$ cat src/rtl/hwdet_pkg.sv
// Shared types and helpers for the multi-channel pulse-width detector.
package hwdet_pkg;

    // Per-channel measurement state.
    typedef enum logic [1:0] {
        ST_IDLE = 2'd0,
        ST_HIGH = 2'd1,
        ST_LOW  = 2'd2
    } chan_state_e;

    // Default counter width and its saturation value.
    localparam int                      CW_DEFAULT = 32;
    localparam logic [CW_DEFAULT-1:0]   CW_MAX     = '1;

    // Width of the channel-select bus; never narrower than one bit.
    function automatic int sel_width(input int nch);
        return (nch <= 1) ? 1 : $clog2(nch);
    endfunction

endpackage

$ cat src/rtl/hwdet_chan.sv
// One detector channel: 2-FF synchroniser, glitch filter, edge detect,
// IDLE/HIGH/LOW measurement FSM with saturating counters and a latched pair.
module hwdet_chan
    import hwdet_pkg::*;
#(
    parameter int CW   = CW_DEFAULT,
    parameter int FILT = 2
) (
    input  logic          clk,
    input  logic          rst_n,
    input  logic          pwm_in,
    input  logic          en,
    output logic [CW-1:0] high_lat,
    output logic [CW-1:0] low_lat,
    output logic          valid,
    output logic          stuck_hi,
    output logic          stuck_lo,
    output logic          new_sample
);

    localparam logic [CW-1:0] CNT_MAX = '1;
    localparam logic [CW-1:0] CNT_ONE = CW'(1);
    localparam logic [CW-1:0] CNT_PRE = CNT_MAX - CNT_ONE;

    logic sync1_q, sync1_d;
    logic sync2_q, sync2_d;
    logic lvl;
    logic lvl_prev_q, lvl_prev_d;
    logic rise, fall;

    // Synchroniser chain and previous filtered level for edge detection.
    always_comb begin
        sync1_d    = pwm_in;
        sync2_d    = sync1_q;
        lvl_prev_d = lvl;
    end

    // Synchroniser and edge-detect registers.
    always_ff @(posedge clk or negedge rst_n) begin
        if (!rst_n) begin
            sync1_q    <= 1'b0;
            sync2_q    <= 1'b0;
            lvl_prev_q <= 1'b0;
        end else begin
            sync1_q    <= sync1_d;
            sync2_q    <= sync2_d;
            lvl_prev_q <= lvl_prev_d;
        end
    end

    // Glitch filter: the level only moves once FILT consecutive samples agree,
    // which delays both edges equally so pulse widths are preserved.
    generate
        if (FILT == 0) begin : g_bypass
            assign lvl = sync2_q;
        end else begin : g_filt
            logic [FILT-1:0] win;
            logic            filt_q, filt_d;

            if (FILT == 1) begin : g_one
                assign win = sync2_q;
            end else begin : g_hist
                logic [FILT-2:0] hist_q, hist_d;

                // Shift history of synchronised samples.
                always_comb begin
                    hist_d    = hist_q << 1;
                    hist_d[0] = sync2_q;
                end

                // History register.
                always_ff @(posedge clk or negedge rst_n) begin
                    if (!rst_n) hist_q <= '0;
                    else        hist_q <= hist_d;
                end

                assign win = {hist_q, sync2_q};
            end

            // Accept a new level only when the whole window agrees.
            always_comb begin
                filt_d = filt_q;
                if (&win)       filt_d = 1'b1;
                else if (~|win) filt_d = 1'b0;
            end

            // Filtered level register.
            always_ff @(posedge clk or negedge rst_n) begin
                if (!rst_n) filt_q <= 1'b0;
                else        filt_q <= filt_d;
            end

            assign lvl = filt_q;
        end
    endgenerate

    assign rise = lvl & ~lvl_prev_q;
    assign fall = ~lvl & lvl_prev_q;

    chan_state_e   state_q, state_d;
    logic [CW-1:0] hcnt_q, hcnt_d;
    logic [CW-1:0] lcnt_q, lcnt_d;
    logic [CW-1:0] hshadow_q, hshadow_d;
    logic [CW-1:0] high_lat_q, high_lat_d;
    logic [CW-1:0] low_lat_q, low_lat_d;
    logic          valid_q, valid_d;
    logic          stuck_hi_q, stuck_hi_d;
    logic          stuck_lo_q, stuck_lo_d;
    logic          new_sample_q, new_sample_d;

    // Measurement FSM: the edge cycle is cycle 1 of the new level; an edge
    // always beats saturation; the latched pair is only written on commit.
    always_comb begin
        state_d      = state_q;
        hcnt_d       = hcnt_q;
        lcnt_d       = lcnt_q;
        hshadow_d    = hshadow_q;
        high_lat_d   = high_lat_q;
        low_lat_d    = low_lat_q;
        valid_d      = valid_q;
        stuck_hi_d   = stuck_hi_q;
        stuck_lo_d   = stuck_lo_q;
        new_sample_d = 1'b0;

        if (!en) begin
            state_d    = ST_IDLE;
            hcnt_d     = '0;
            lcnt_d     = '0;
            hshadow_d  = '0;
            high_lat_d = '0;
            low_lat_d  = '0;
            valid_d    = 1'b0;
            stuck_hi_d = 1'b0;
            stuck_lo_d = 1'b0;
        end else begin
            case (state_q)
                ST_IDLE: begin
                    if (rise) begin
                        state_d = ST_HIGH;
                        hcnt_d  = CNT_ONE;
                    end
                end
                ST_HIGH: begin
                    if (fall) begin
                        hshadow_d  = hcnt_q;
                        lcnt_d     = CNT_ONE;
                        stuck_hi_d = 1'b0;
                        state_d    = ST_LOW;
                    end else begin
                        if (hcnt_q != CNT_MAX) hcnt_d = hcnt_q + CNT_ONE;
                        if (hcnt_q == CNT_PRE || hcnt_q == CNT_MAX) stuck_hi_d = 1'b1;
                    end
                end
                ST_LOW: begin
                    if (rise) begin
                        high_lat_d   = hshadow_q;
                        low_lat_d    = lcnt_q;
                        new_sample_d = 1'b1;
                        valid_d      = 1'b1;
                        hcnt_d       = CNT_ONE;
                        stuck_lo_d   = 1'b0;
                        state_d      = ST_HIGH;
                    end else begin
                        if (lcnt_q != CNT_MAX) lcnt_d = lcnt_q + CNT_ONE;
                        if (lcnt_q == CNT_PRE || lcnt_q == CNT_MAX) stuck_lo_d = 1'b1;
                    end
                end
                default: state_d = ST_IDLE;
            endcase
        end
    end

    // FSM, counter, shadow and latch registers.
    always_ff @(posedge clk or negedge rst_n) begin
        if (!rst_n) begin
            state_q      <= ST_IDLE;
            hcnt_q       <= '0;
            lcnt_q       <= '0;
            hshadow_q    <= '0;
            high_lat_q   <= '0;
            low_lat_q    <= '0;
            valid_q      <= 1'b0;
            stuck_hi_q   <= 1'b0;
            stuck_lo_q   <= 1'b0;
            new_sample_q <= 1'b0;
        end else begin
            state_q      <= state_d;
            hcnt_q       <= hcnt_d;
            lcnt_q       <= lcnt_d;
            hshadow_q    <= hshadow_d;
            high_lat_q   <= high_lat_d;
            low_lat_q    <= low_lat_d;
            valid_q      <= valid_d;
            stuck_hi_q   <= stuck_hi_d;
            stuck_lo_q   <= stuck_lo_d;
            new_sample_q <= new_sample_d;
        end
    end

    assign high_lat   = high_lat_q;
    assign low_lat    = low_lat_q;
    assign valid      = valid_q;
    assign stuck_hi   = stuck_hi_q;
    assign stuck_lo   = stuck_lo_q;
    assign new_sample = new_sample_q;

endmodule

$ cat src/rtl/hwdet_multi.sv
// Multi-channel pulse-width detector: NCH channel instances plus a registered
// read mux selecting one channel's latched results for software.
module hwdet_multi
    import hwdet_pkg::*;
#(
    parameter int NCH  = 4,
    parameter int CW   = CW_DEFAULT,
    parameter int FILT = 2,
    parameter int SELW = sel_width(NCH)
) (
    input  logic            sysclk,
    input  logic            sysreset_n,
    input  logic [NCH-1:0]  pwm_in,
    input  logic [NCH-1:0]  ch_en,
    input  logic [SELW-1:0] sel,
    output logic [CW-1:0]   high_cnt,
    output logic [CW-1:0]   low_cnt,
    output logic            meas_valid,
    output logic            stuck_hi,
    output logic            stuck_lo,
    output logic [NCH-1:0]  new_sample
);

    logic [CW-1:0] ch_high  [NCH];
    logic [CW-1:0] ch_low   [NCH];
    logic          ch_valid [NCH];
    logic          ch_shi   [NCH];
    logic          ch_slo   [NCH];

    generate
        for (genvar gi = 0; gi < NCH; gi++) begin : g_chan
            hwdet_chan #(
                .CW   (CW),
                .FILT (FILT)
            ) u_chan (
                .clk        (sysclk),
                .rst_n      (sysreset_n),
                .pwm_in     (pwm_in[gi]),
                .en         (ch_en[gi]),
                .high_lat   (ch_high[gi]),
                .low_lat    (ch_low[gi]),
                .valid      (ch_valid[gi]),
                .stuck_hi   (ch_shi[gi]),
                .stuck_lo   (ch_slo[gi]),
                .new_sample (new_sample[gi])
            );
        end
    endgenerate

    logic [CW-1:0] high_cnt_q, high_cnt_d;
    logic [CW-1:0] low_cnt_q, low_cnt_d;
    logic          meas_valid_q, meas_valid_d;
    logic          stuck_hi_q, stuck_hi_d;
    logic          stuck_lo_q, stuck_lo_d;

    // Select one channel; out-of-range selects read as zero. The high/low
    // pair is taken from the same cycle so it always belongs to one period.
    always_comb begin
        high_cnt_d   = '0;
        low_cnt_d    = '0;
        meas_valid_d = 1'b0;
        stuck_hi_d   = 1'b0;
        stuck_lo_d   = 1'b0;
        for (int i = 0; i < NCH; i++) begin
            if (int'(sel) == i) begin
                high_cnt_d   = ch_high[i];
                low_cnt_d    = ch_low[i];
                meas_valid_d = ch_valid[i];
                stuck_hi_d   = ch_shi[i];
                stuck_lo_d   = ch_slo[i];
            end
        end
    end

    // Read-mux output registers.
    always_ff @(posedge sysclk or negedge sysreset_n) begin
        if (!sysreset_n) begin
            high_cnt_q   <= '0;
            low_cnt_q    <= '0;
            meas_valid_q <= 1'b0;
            stuck_hi_q   <= 1'b0;
            stuck_lo_q   <= 1'b0;
        end else begin
            high_cnt_q   <= high_cnt_d;
            low_cnt_q    <= low_cnt_d;
            meas_valid_q <= meas_valid_d;
            stuck_hi_q   <= stuck_hi_d;
            stuck_lo_q   <= stuck_lo_d;
        end
    end

    assign high_cnt   = high_cnt_q;
    assign low_cnt    = low_cnt_q;
    assign meas_valid = meas_valid_q;
    assign stuck_hi   = stuck_hi_q;
    assign stuck_lo   = stuck_lo_q;

endmodule

$ cat config.mk
export PLATFORM = sky130hd
export DESIGN_NAME = hwdet_multi
export DESIGN_NICKNAME = d
export VERILOG_FILES = /design/src/rtl/hwdet_pkg.sv /design/src/rtl/hwdet_chan.sv /design/src/rtl/hwdet_multi.sv
export SDC_FILE = /design/constraint.sdc
export NUM_CORES = 1
export LEC_CHECK = 0
export CAP_MARGIN = 25
export CORE_MARGIN = 2
export CORE_UTILIZATION = 55
export DETAILED_ROUTE_END_ITERATION = 10
export GPL_TIMING_DRIVEN = 0
export PLACE_DENSITY = 0.74
export SYNTH_ARGS = -nofsm -noshare
export SYNTH_HDL_FRONTEND = slang
export SYNTH_SLANG_ARGS = --single-unit
$ cat constraint.sdc
create_clock -name sysclk -period 3.7 [get_ports sysclk]
set_clock_uncertainty 0.05 [all_clocks]
set_input_delay 1.11 -clock sysclk [delete_from_list [all_inputs] [get_ports sysclk]]
set_output_delay 1.11 -clock sysclk [all_outputs]
set_load 0.01 [all_outputs]
==> results of run 1 <==
==> layer usage <==
layer / GRT usage / up-vias / share of wire
met1: 0.445 / 13600 / 0.42
met5: 0 / - / 0
met3: 0.0478 / 244 / 0.078
met4: 0.170 / 0 / 0.059
met2: 0.469 / 1326 / 0.45
li1: - / 11900 / -
==> cell usage in the layout (no fill, tap or decap), drive strengths merged, types with 23 or more instances in the layout <==
cell,instances
buf,56
dfrtp,751
a31oi,79
nand4,90
o21ai,365
inv,23
nor2b,26
nand3,87
nor2,163
clkdlybuf4s50,78
nor3,31
a21oi,92
a21boi,65
a22o,320
nand2,312
clkbuf,290
and3,53
mux4,67
and2,25
and4,27
o31ai,76
==> how the worst min path moves through the flow <==
stage,endpoint,startpoint,slack (ns),cells past startpoint
after floorplan,g_chan[0].u_chan.g_filt.g_hist.hist_d,g_chan[0].u_chan.sync1_q,0.28,0
after global placement,g_chan[1].u_chan.g_filt.g_hist.hist_d,g_chan[1].u_chan.sync1_q,0.28,0
after detailed placement,g_chan[1].u_chan.g_filt.g_hist.hist_d,g_chan[1].u_chan.sync1_q,0.28,0
after CTS,g_chan[1].u_chan.g_filt.g_hist.hist_d,g_chan[1].u_chan.sync1_q,0.30,0
after global routing,g_chan[1].u_chan.g_filt.g_hist.hist_d,g_chan[1].u_chan.sync1_q,0.31,0
final,g_chan[1].u_chan.g_filt.g_hist.hist_d,g_chan[1].u_chan.sync1_q,0.30,0
==> registers in the layout (all words and copies together) (netlist names) <==
name	count
g_chan.u_chan.lcnt_q	128
g_chan.u_chan.sync1_q	4
g_chan.u_chan.hshadow_q	128
stuck_lo	1
high_cnt	32
g_chan.u_chan.low_lat	128
g_chan.u_chan.stuck_lo	4
g_chan.u_chan.g_filt.g_hist.hist_d	4
stuck_hi	1
g_chan.u_chan.stuck_hi	4
g_chan.u_chan.hcnt_q	128
low_cnt	32
g_chan.u_chan.lvl_prev_q	4
meas_valid	1
g_chan.u_chan.high_lat	128
g_chan.u_chan.valid	4
g_chan.u_chan.new_sample	4
g_chan.u_chan.g_filt.g_hist.hist_q	4
g_chan.u_chan.state_q	8
g_chan.u_chan.g_filt.filt_q	4
==> logic make-up (layout without fill, tap and decap cells) <==
logic type	after synthesis	count (layout)	share of synthesized area
flip-flops	751	751	0.564
multiplexers	72	72	0.0470
AO/OA/AOI/OAI	1080	1080	0.221
other	0	1	0
adder cells (fa/ha/maj)	20	20	0.00751
AND/OR/NAND/NOR	890	890	0.131
buffers and inverters	243	475	0.0294
==> critical path, delay by kind of cell (launching register included) <==
kind                       cells  cell delay, ns
buffers and inverters          1            0.46
DFF                            1            0.54
and+or+nand+nor                3            0.96
AOI/OAI and AO/OA              3            0.98
adders and majority gates      1            0.35
==> cell type report <==
cell class                      instances  area (µm²)
Sequential cell                       751       18800
Multi-Input combinational cell       2062       13500
Fill cell                            4765       22200
Buffer                                223         903
Inverter                               20        75.1
Timing Repair Buffer                   87         971
Clock inverter                         31         372
Tap cell                              782         978
Antenna cell                            1        2.50
Clock buffer                          114        2270
==> power by group through the flow <==
stage	logic [mW]	clock network (mW)	registers (mW)
2_1_floorplan	0.435	0	8.45
3_3_place_gp	0.770	0	8.49
3_5_place_dp	0.818	0	8.47
4_1_cts	0.824	8.18	8.32
5_1_grt	0.918	8.52	8.32
6_report	0.826	8.09	8.32
==> metrics by stage <==
step	setup slack [ns]	hold WS, ns	TNS, ns	area, µm²	std cells
2_1_floorplan	0.691	0.281	0	33300	3056
3_3_place_gp	-30.59	0.283	-	35100	3917
3_5_place_dp	-0.342	0.285	-11.28	35300	3924
4_1_cts	0.314	0.298	0	37900	4069
5_1_grt	0.0251	0.309	0	37900	4070
6_report	0.248	0.297	0	37900	4071
==> results.sh, run 1 <==
export IMPL_outcome="complete, no violations"
export IMPL_finalSetupViolCount=0
export IMPL_finalCritPeriodShare=0.933
export IMPL_ctsLongestPathBuffers=3
export IMPL_utilization=0.630
export IMPL_p_leak_nw=16.4
export IMPL_ctsHoldBuffers=0
export IMPL_drtIter0Drc=3204
export IMPL_clock_fmax_mhz=290
export IMPL_rrSetupSlack_ns=0.25
export IMPL_hold_viol_final=0
export IMPL_cts_buffers=79
export IMPL_cts_sinks=751
export IMPL_area_delta_synth_final_pct=13.8
export IMPL_rsz0062_at_grt="no"
export IMPL_syn_nets=3088
export IMPL_pwr_share_clk=0.470
export IMPL_seq_area_frac_synth=0.564
export IMPL_h_tree_depth=3
export IMPL_nets=3256
export IMPL_drive_above_1_share=0.0757
export IMPL_die_area_mm2=0.0625
export IMPL_seqPwrFrac=0.483
export IMPL_cts_tree="built"
export IMPL_routabilityCongestion=0.957
export IMPL_post_cts_setup_buffers=0
export IMPL_postSynthAreaPerCell_um2=10.9
export IMPL_coreArea_mm2=0.0601
export IMPL_synth_area_top_cells="dfrtp_1 (56%), a22o_1 (8.4%), o21ai_0 (5.3%), mux4_2 (4.5%), nand2_1 (3.5%)"
export IMPL_power_density_mw_per_mm2=455
export IMPL_antenna_found_initial=1
export IMPL_grt_max_degree=126
export IMPL_synth_most_common_cell="dfrtp_1"
export IMPL_endpoint_kind="register"
export IMPL_crit_fanout=10
export IMPL_vias=27000
export IMPL_ys_flop_type="dfrtp_1"
export IMPL_worstPathRequired_ns=4.19
export IMPL_viasPerCell=6.63
export IMPL_port_buffer_count=79
export IMPL_grt_overflow_total=0
export IMPL_synthCells=3056
export IMPL_yosys_area_top_type_share=0.564
export IMPL_grt_pass1_wl_mm=152
export IMPL_clkTransAtPathRegs_ns=0.06
export IMPL_hpwl_mm=70.3
export IMPL_ir_worst_vdd_uv=304
export IMPL_synth_area_mm2=0.0333
export IMPL_setup_worst_path_class="register to register"
export IMPL_hp_class="register to register"
export IMPL_cp_arrival_ns=3.94
export IMPL_maxCapViolCount=0
export IMPL_grt_pass1_vias=25800
export IMPL_insertion_delay_ns=0.65
export IMPL_synth_distinct_cells=61
export IMPL_drtAntennaViolNets=0
export IMPL_critPathMaxStageDelay_ns=0.68
export IMPL_power_switching_mw=4.18
export IMPL_r2r_cells=8
export IMPL_rows=90
export IMPL_start_util=0.554
export IMPL_r2r_end="g_chan[2].u_chan.lcnt_q[17]"
export IMPL_drv_slew=0
export IMPL_synthArstFlopShare=1.00
export IMPL_internal_power_mw=13.1
export IMPL_fin_crit_ns=3.45
export IMPL_cpMaxStageDelayCell="o22ai_1"
export IMPL_r2r_start="g_chan[2].u_chan.lcnt_q[1]"
export IMPL_share_comb_of_total_power=0.048
export IMPL_synth_edf_count=0
export IMPL_crit_chain="ha_1 > nand4_1 > nor4_2 > nand2_1 > o22ai_1 > clkbuf_1 > o21ai_0 > o31ai_1"
export IMPL_cts_resized=0
export IMPL_critical_path_endpoint="g_chan[2].u_chan.lcnt_q[17]"
export IMPL_crit_start="g_chan[2].u_chan.lcnt_q[1]"
export IMPL_yosys_warnings=0
export IMPL_die_x_um=250
export IMPL_grtUsageTotal=0.314
export IMPL_p_sw_frac=0.242
export IMPL_drtPass1Iterations=6
export IMPL_pin_count=83
export IMPL_ys_top_cells_by_count="dfrtp_1 (751), o21ai_0 (353), a22o_1 (320), nand2_1 (312), clkbuf_1 (170)"
export IMPL_cts_root_buf="clkbuf_16"
export IMPL_startpoint_type="register"
export IMPL_slew_headroom=0.238
export IMPL_yosys_area_top_type="dfrtp_1"
export IMPL_ys_seq_elements=751
export IMPL_worstMarginPinSlew_ns=1.13
export IMPL_die_height_um=250
export IMPL_routed_wl_mm=97.8
export IMPL_drc=0
export IMPL_wire_per_inst_um=24.0
export IMPL_p_total_mw=17.2
Note: power is estimated with default switching activity, not from simulation.
==> inputs of run 2 (changes only) <==
--- a/config.mk
+++ b/config.mk
@@ -5,7 +5,6 @@
 export SDC_FILE = /design/constraint.sdc
 export NUM_CORES = 1
 export LEC_CHECK = 0
-export CAP_MARGIN = 25
 export CORE_MARGIN = 2
 export CORE_UTILIZATION = 55
 export DETAILED_ROUTE_END_ITERATION = 10
==> results.sh, run 2 (synthesis results as in run 1) <==
export IMPL_clkTransAtPathRegs_ns=0.06
export IMPL_pin_count=83
export IMPL_grtUsageTotal=0.313
export IMPL_start_util=0.554
export IMPL_ctsHoldBuffers=0
export IMPL_viasPerCell=6.65
export IMPL_dpl_worst_slack_ns=-0.398
export IMPL_insertion_delay_ns=0.64
export IMPL_crit_fanout=10
export IMPL_ir_worst_vdd_uv=320
export IMPL_grt_max_degree=126
export IMPL_fin_crit_ns=3.47
export IMPL_drtPass1Iterations=9
export IMPL_hp_class="register to register"
export IMPL_drtAntennaViolNets=0
export IMPL_cts_sinks=751
export IMPL_finalSetupViolCount=0
export IMPL_routed_wl_mm=97.5
export IMPL_wire_per_inst_um=24.0
export IMPL_die_x_um=250
export IMPL_p_total_mw=17.2
export IMPL_hold_viol_final=0
export IMPL_crit_chain="ha_1 > nand4_1 > nor4_2 > nand2_1 > o22ai_1 > clkbuf_1 > o21ai_0 > o31ai_1"
export IMPL_fin_ws_ns=0.228
export IMPL_die_height_um=250
export IMPL_drive_above_1_share=0.0726
export IMPL_cp_arrival_ns=3.94
export IMPL_grt_overflow_total=0
export IMPL_nets=3253
export IMPL_p_leak_nw=16.4
export IMPL_hpwl_mm=70.3
export IMPL_vias=27000
export IMPL_port_buffer_count=79
export IMPL_outcome="complete, no violations"
export IMPL_finalCritPeriodShare=0.938
export IMPL_grt_pass1_vias=25600
export IMPL_endpoint_kind="register"
export IMPL_grt_pass1_wl_mm=152
export IMPL_final_cell_mix="dfrtp_1 (751), o21ai_0 (353), a22o_1 (320), nand2_1 (312), clkbuf_1 (192)"
export IMPL_routabilityCongestion=0.957
export IMPL_critPathMaxStageDelay_ns=0.65
export IMPL_antenna_found_initial=2
export IMPL_fin_cells=4060
export IMPL_power_density_mw_per_mm2=454
export IMPL_ctsLongestPathBuffers=3
export IMPL_h_tree_depth=3
export IMPL_utilization=0.629
export IMPL_drtIter0Drc=2988
export IMPL_antenna_cells=0
export IMPL_worstPathRequired_ns=4.16
export IMPL_cts_root_buf="clkbuf_16"
export IMPL_maxCapViolCount=0
export IMPL_die_area_mm2=0.0625
export IMPL_cts_tree="built"
export IMPL_rows=90
export IMPL_cts_buffers=78
export IMPL_coreArea_mm2=0.0601
export IMPL_area_delta_synth_final_pct=13.6
export IMPL_setup_worst_path_class="register to register"
export IMPL_rsz0062_at_grt="no"
export IMPL_startpoint_type="register"
export IMPL_clock_fmax_mhz=288
export IMPL_drc=0
export IMPL_drv_slew=0
export IMPL_worstMarginPinSlew_ns=1.04
export IMPL_slew_headroom=0.302
export IMPL_cpMaxStageDelayCell="o22ai_1"
export IMPL_layout_commonest_cell="dfrtp_1"
export IMPL_dp_cells=3923
==> run 2: final cells by class <==
cell class | count | area, µm²
fillers | 4776 | 22300
clock buffers | 113 | 2210
flip-flops and latches | 751 | 18800
well taps | 782 | 978
repair buffers | 85 | 961
inverters | 20 | 75.1
clock inverters | 24 | 358
multi-input cells | 2062 | 13600
plain buffers | 223 | 903
==> run 2: path summary, 6_finish.rpt <==
path / startpoint / end / slack (ns) / cells after the start
worst max-delay path: g_chan[2].u_chan.lcnt_q[1] / g_chan[2].u_chan.lcnt_q[30] / 0.23 / 8
worst min-delay path: g_chan[1].u_chan.sync1_q / g_chan[1].u_chan.g_filt.g_hist.hist_d / 0.30 / 0
worst max register to register: g_chan[2].u_chan.lcnt_q[1] / g_chan[2].u_chan.lcnt_q[30] / 0.23 / 8
worst min register to register: g_chan[1].u_chan.sync1_q / g_chan[1].u_chan.g_filt.g_hist.hist_d / 0.30 / 0
max in group asynchronous: sysreset_n / g_chan[1].u_chan.hcnt_q[2] / 1.44 / 3
min in group asynchronous: sysreset_n / g_chan[0].u_chan.lcnt_q[29] / 0.51 / 1
==> run 2: worst max-delay path: cells and delay by family (launching register included) <==
kind | cells | cell delay [ns]
and+or+nand+nor | 3 | 0.95
AOI/OAI and AO/OA | 3 | 0.98
adders and majority gates | 1 | 0.35
buffers and inverters | 1 | 0.49
DFF | 1 | 0.54
==> run 2: report_power, final <==
group          switching, mW  leakage, nW  internal [mW]
sequential            0.0640         10.4           8.25
combinational          0.621         4.70          0.205
clock                   3.36         1.26           4.66
total                   4.04         16.4           13.1
==> run 2: layer usage <==
metal	part of all wire	track usage
met1	0.42	0.448
met2	0.45	0.470
met3	0.074	0.0458
met4	0.054	0.159
met5	0	0
==> run 2: what timing repair did <==
| item | in CTS | in global routing |
|---|---|---|
| setup buffers | 0 | 0 |
| endpoints found under the setup margin | 0 | 10 |
| gates resized for setup | 0 | 3 |
==> run 2: per-stage QoR <==
stage / cell area (µm²) / hold slack, ns / TNS (ns)
after floorplan: 33300 / 0.281 / 0
after global placement: 35100 / 0.283 / -
after detailed placement: 35200 / 0.286 / -15.46
after CTS: 37800 / 0.299 / 0
after global routing: 37800 / 0.305 / 0
final: 37800 / 0.297 / 0
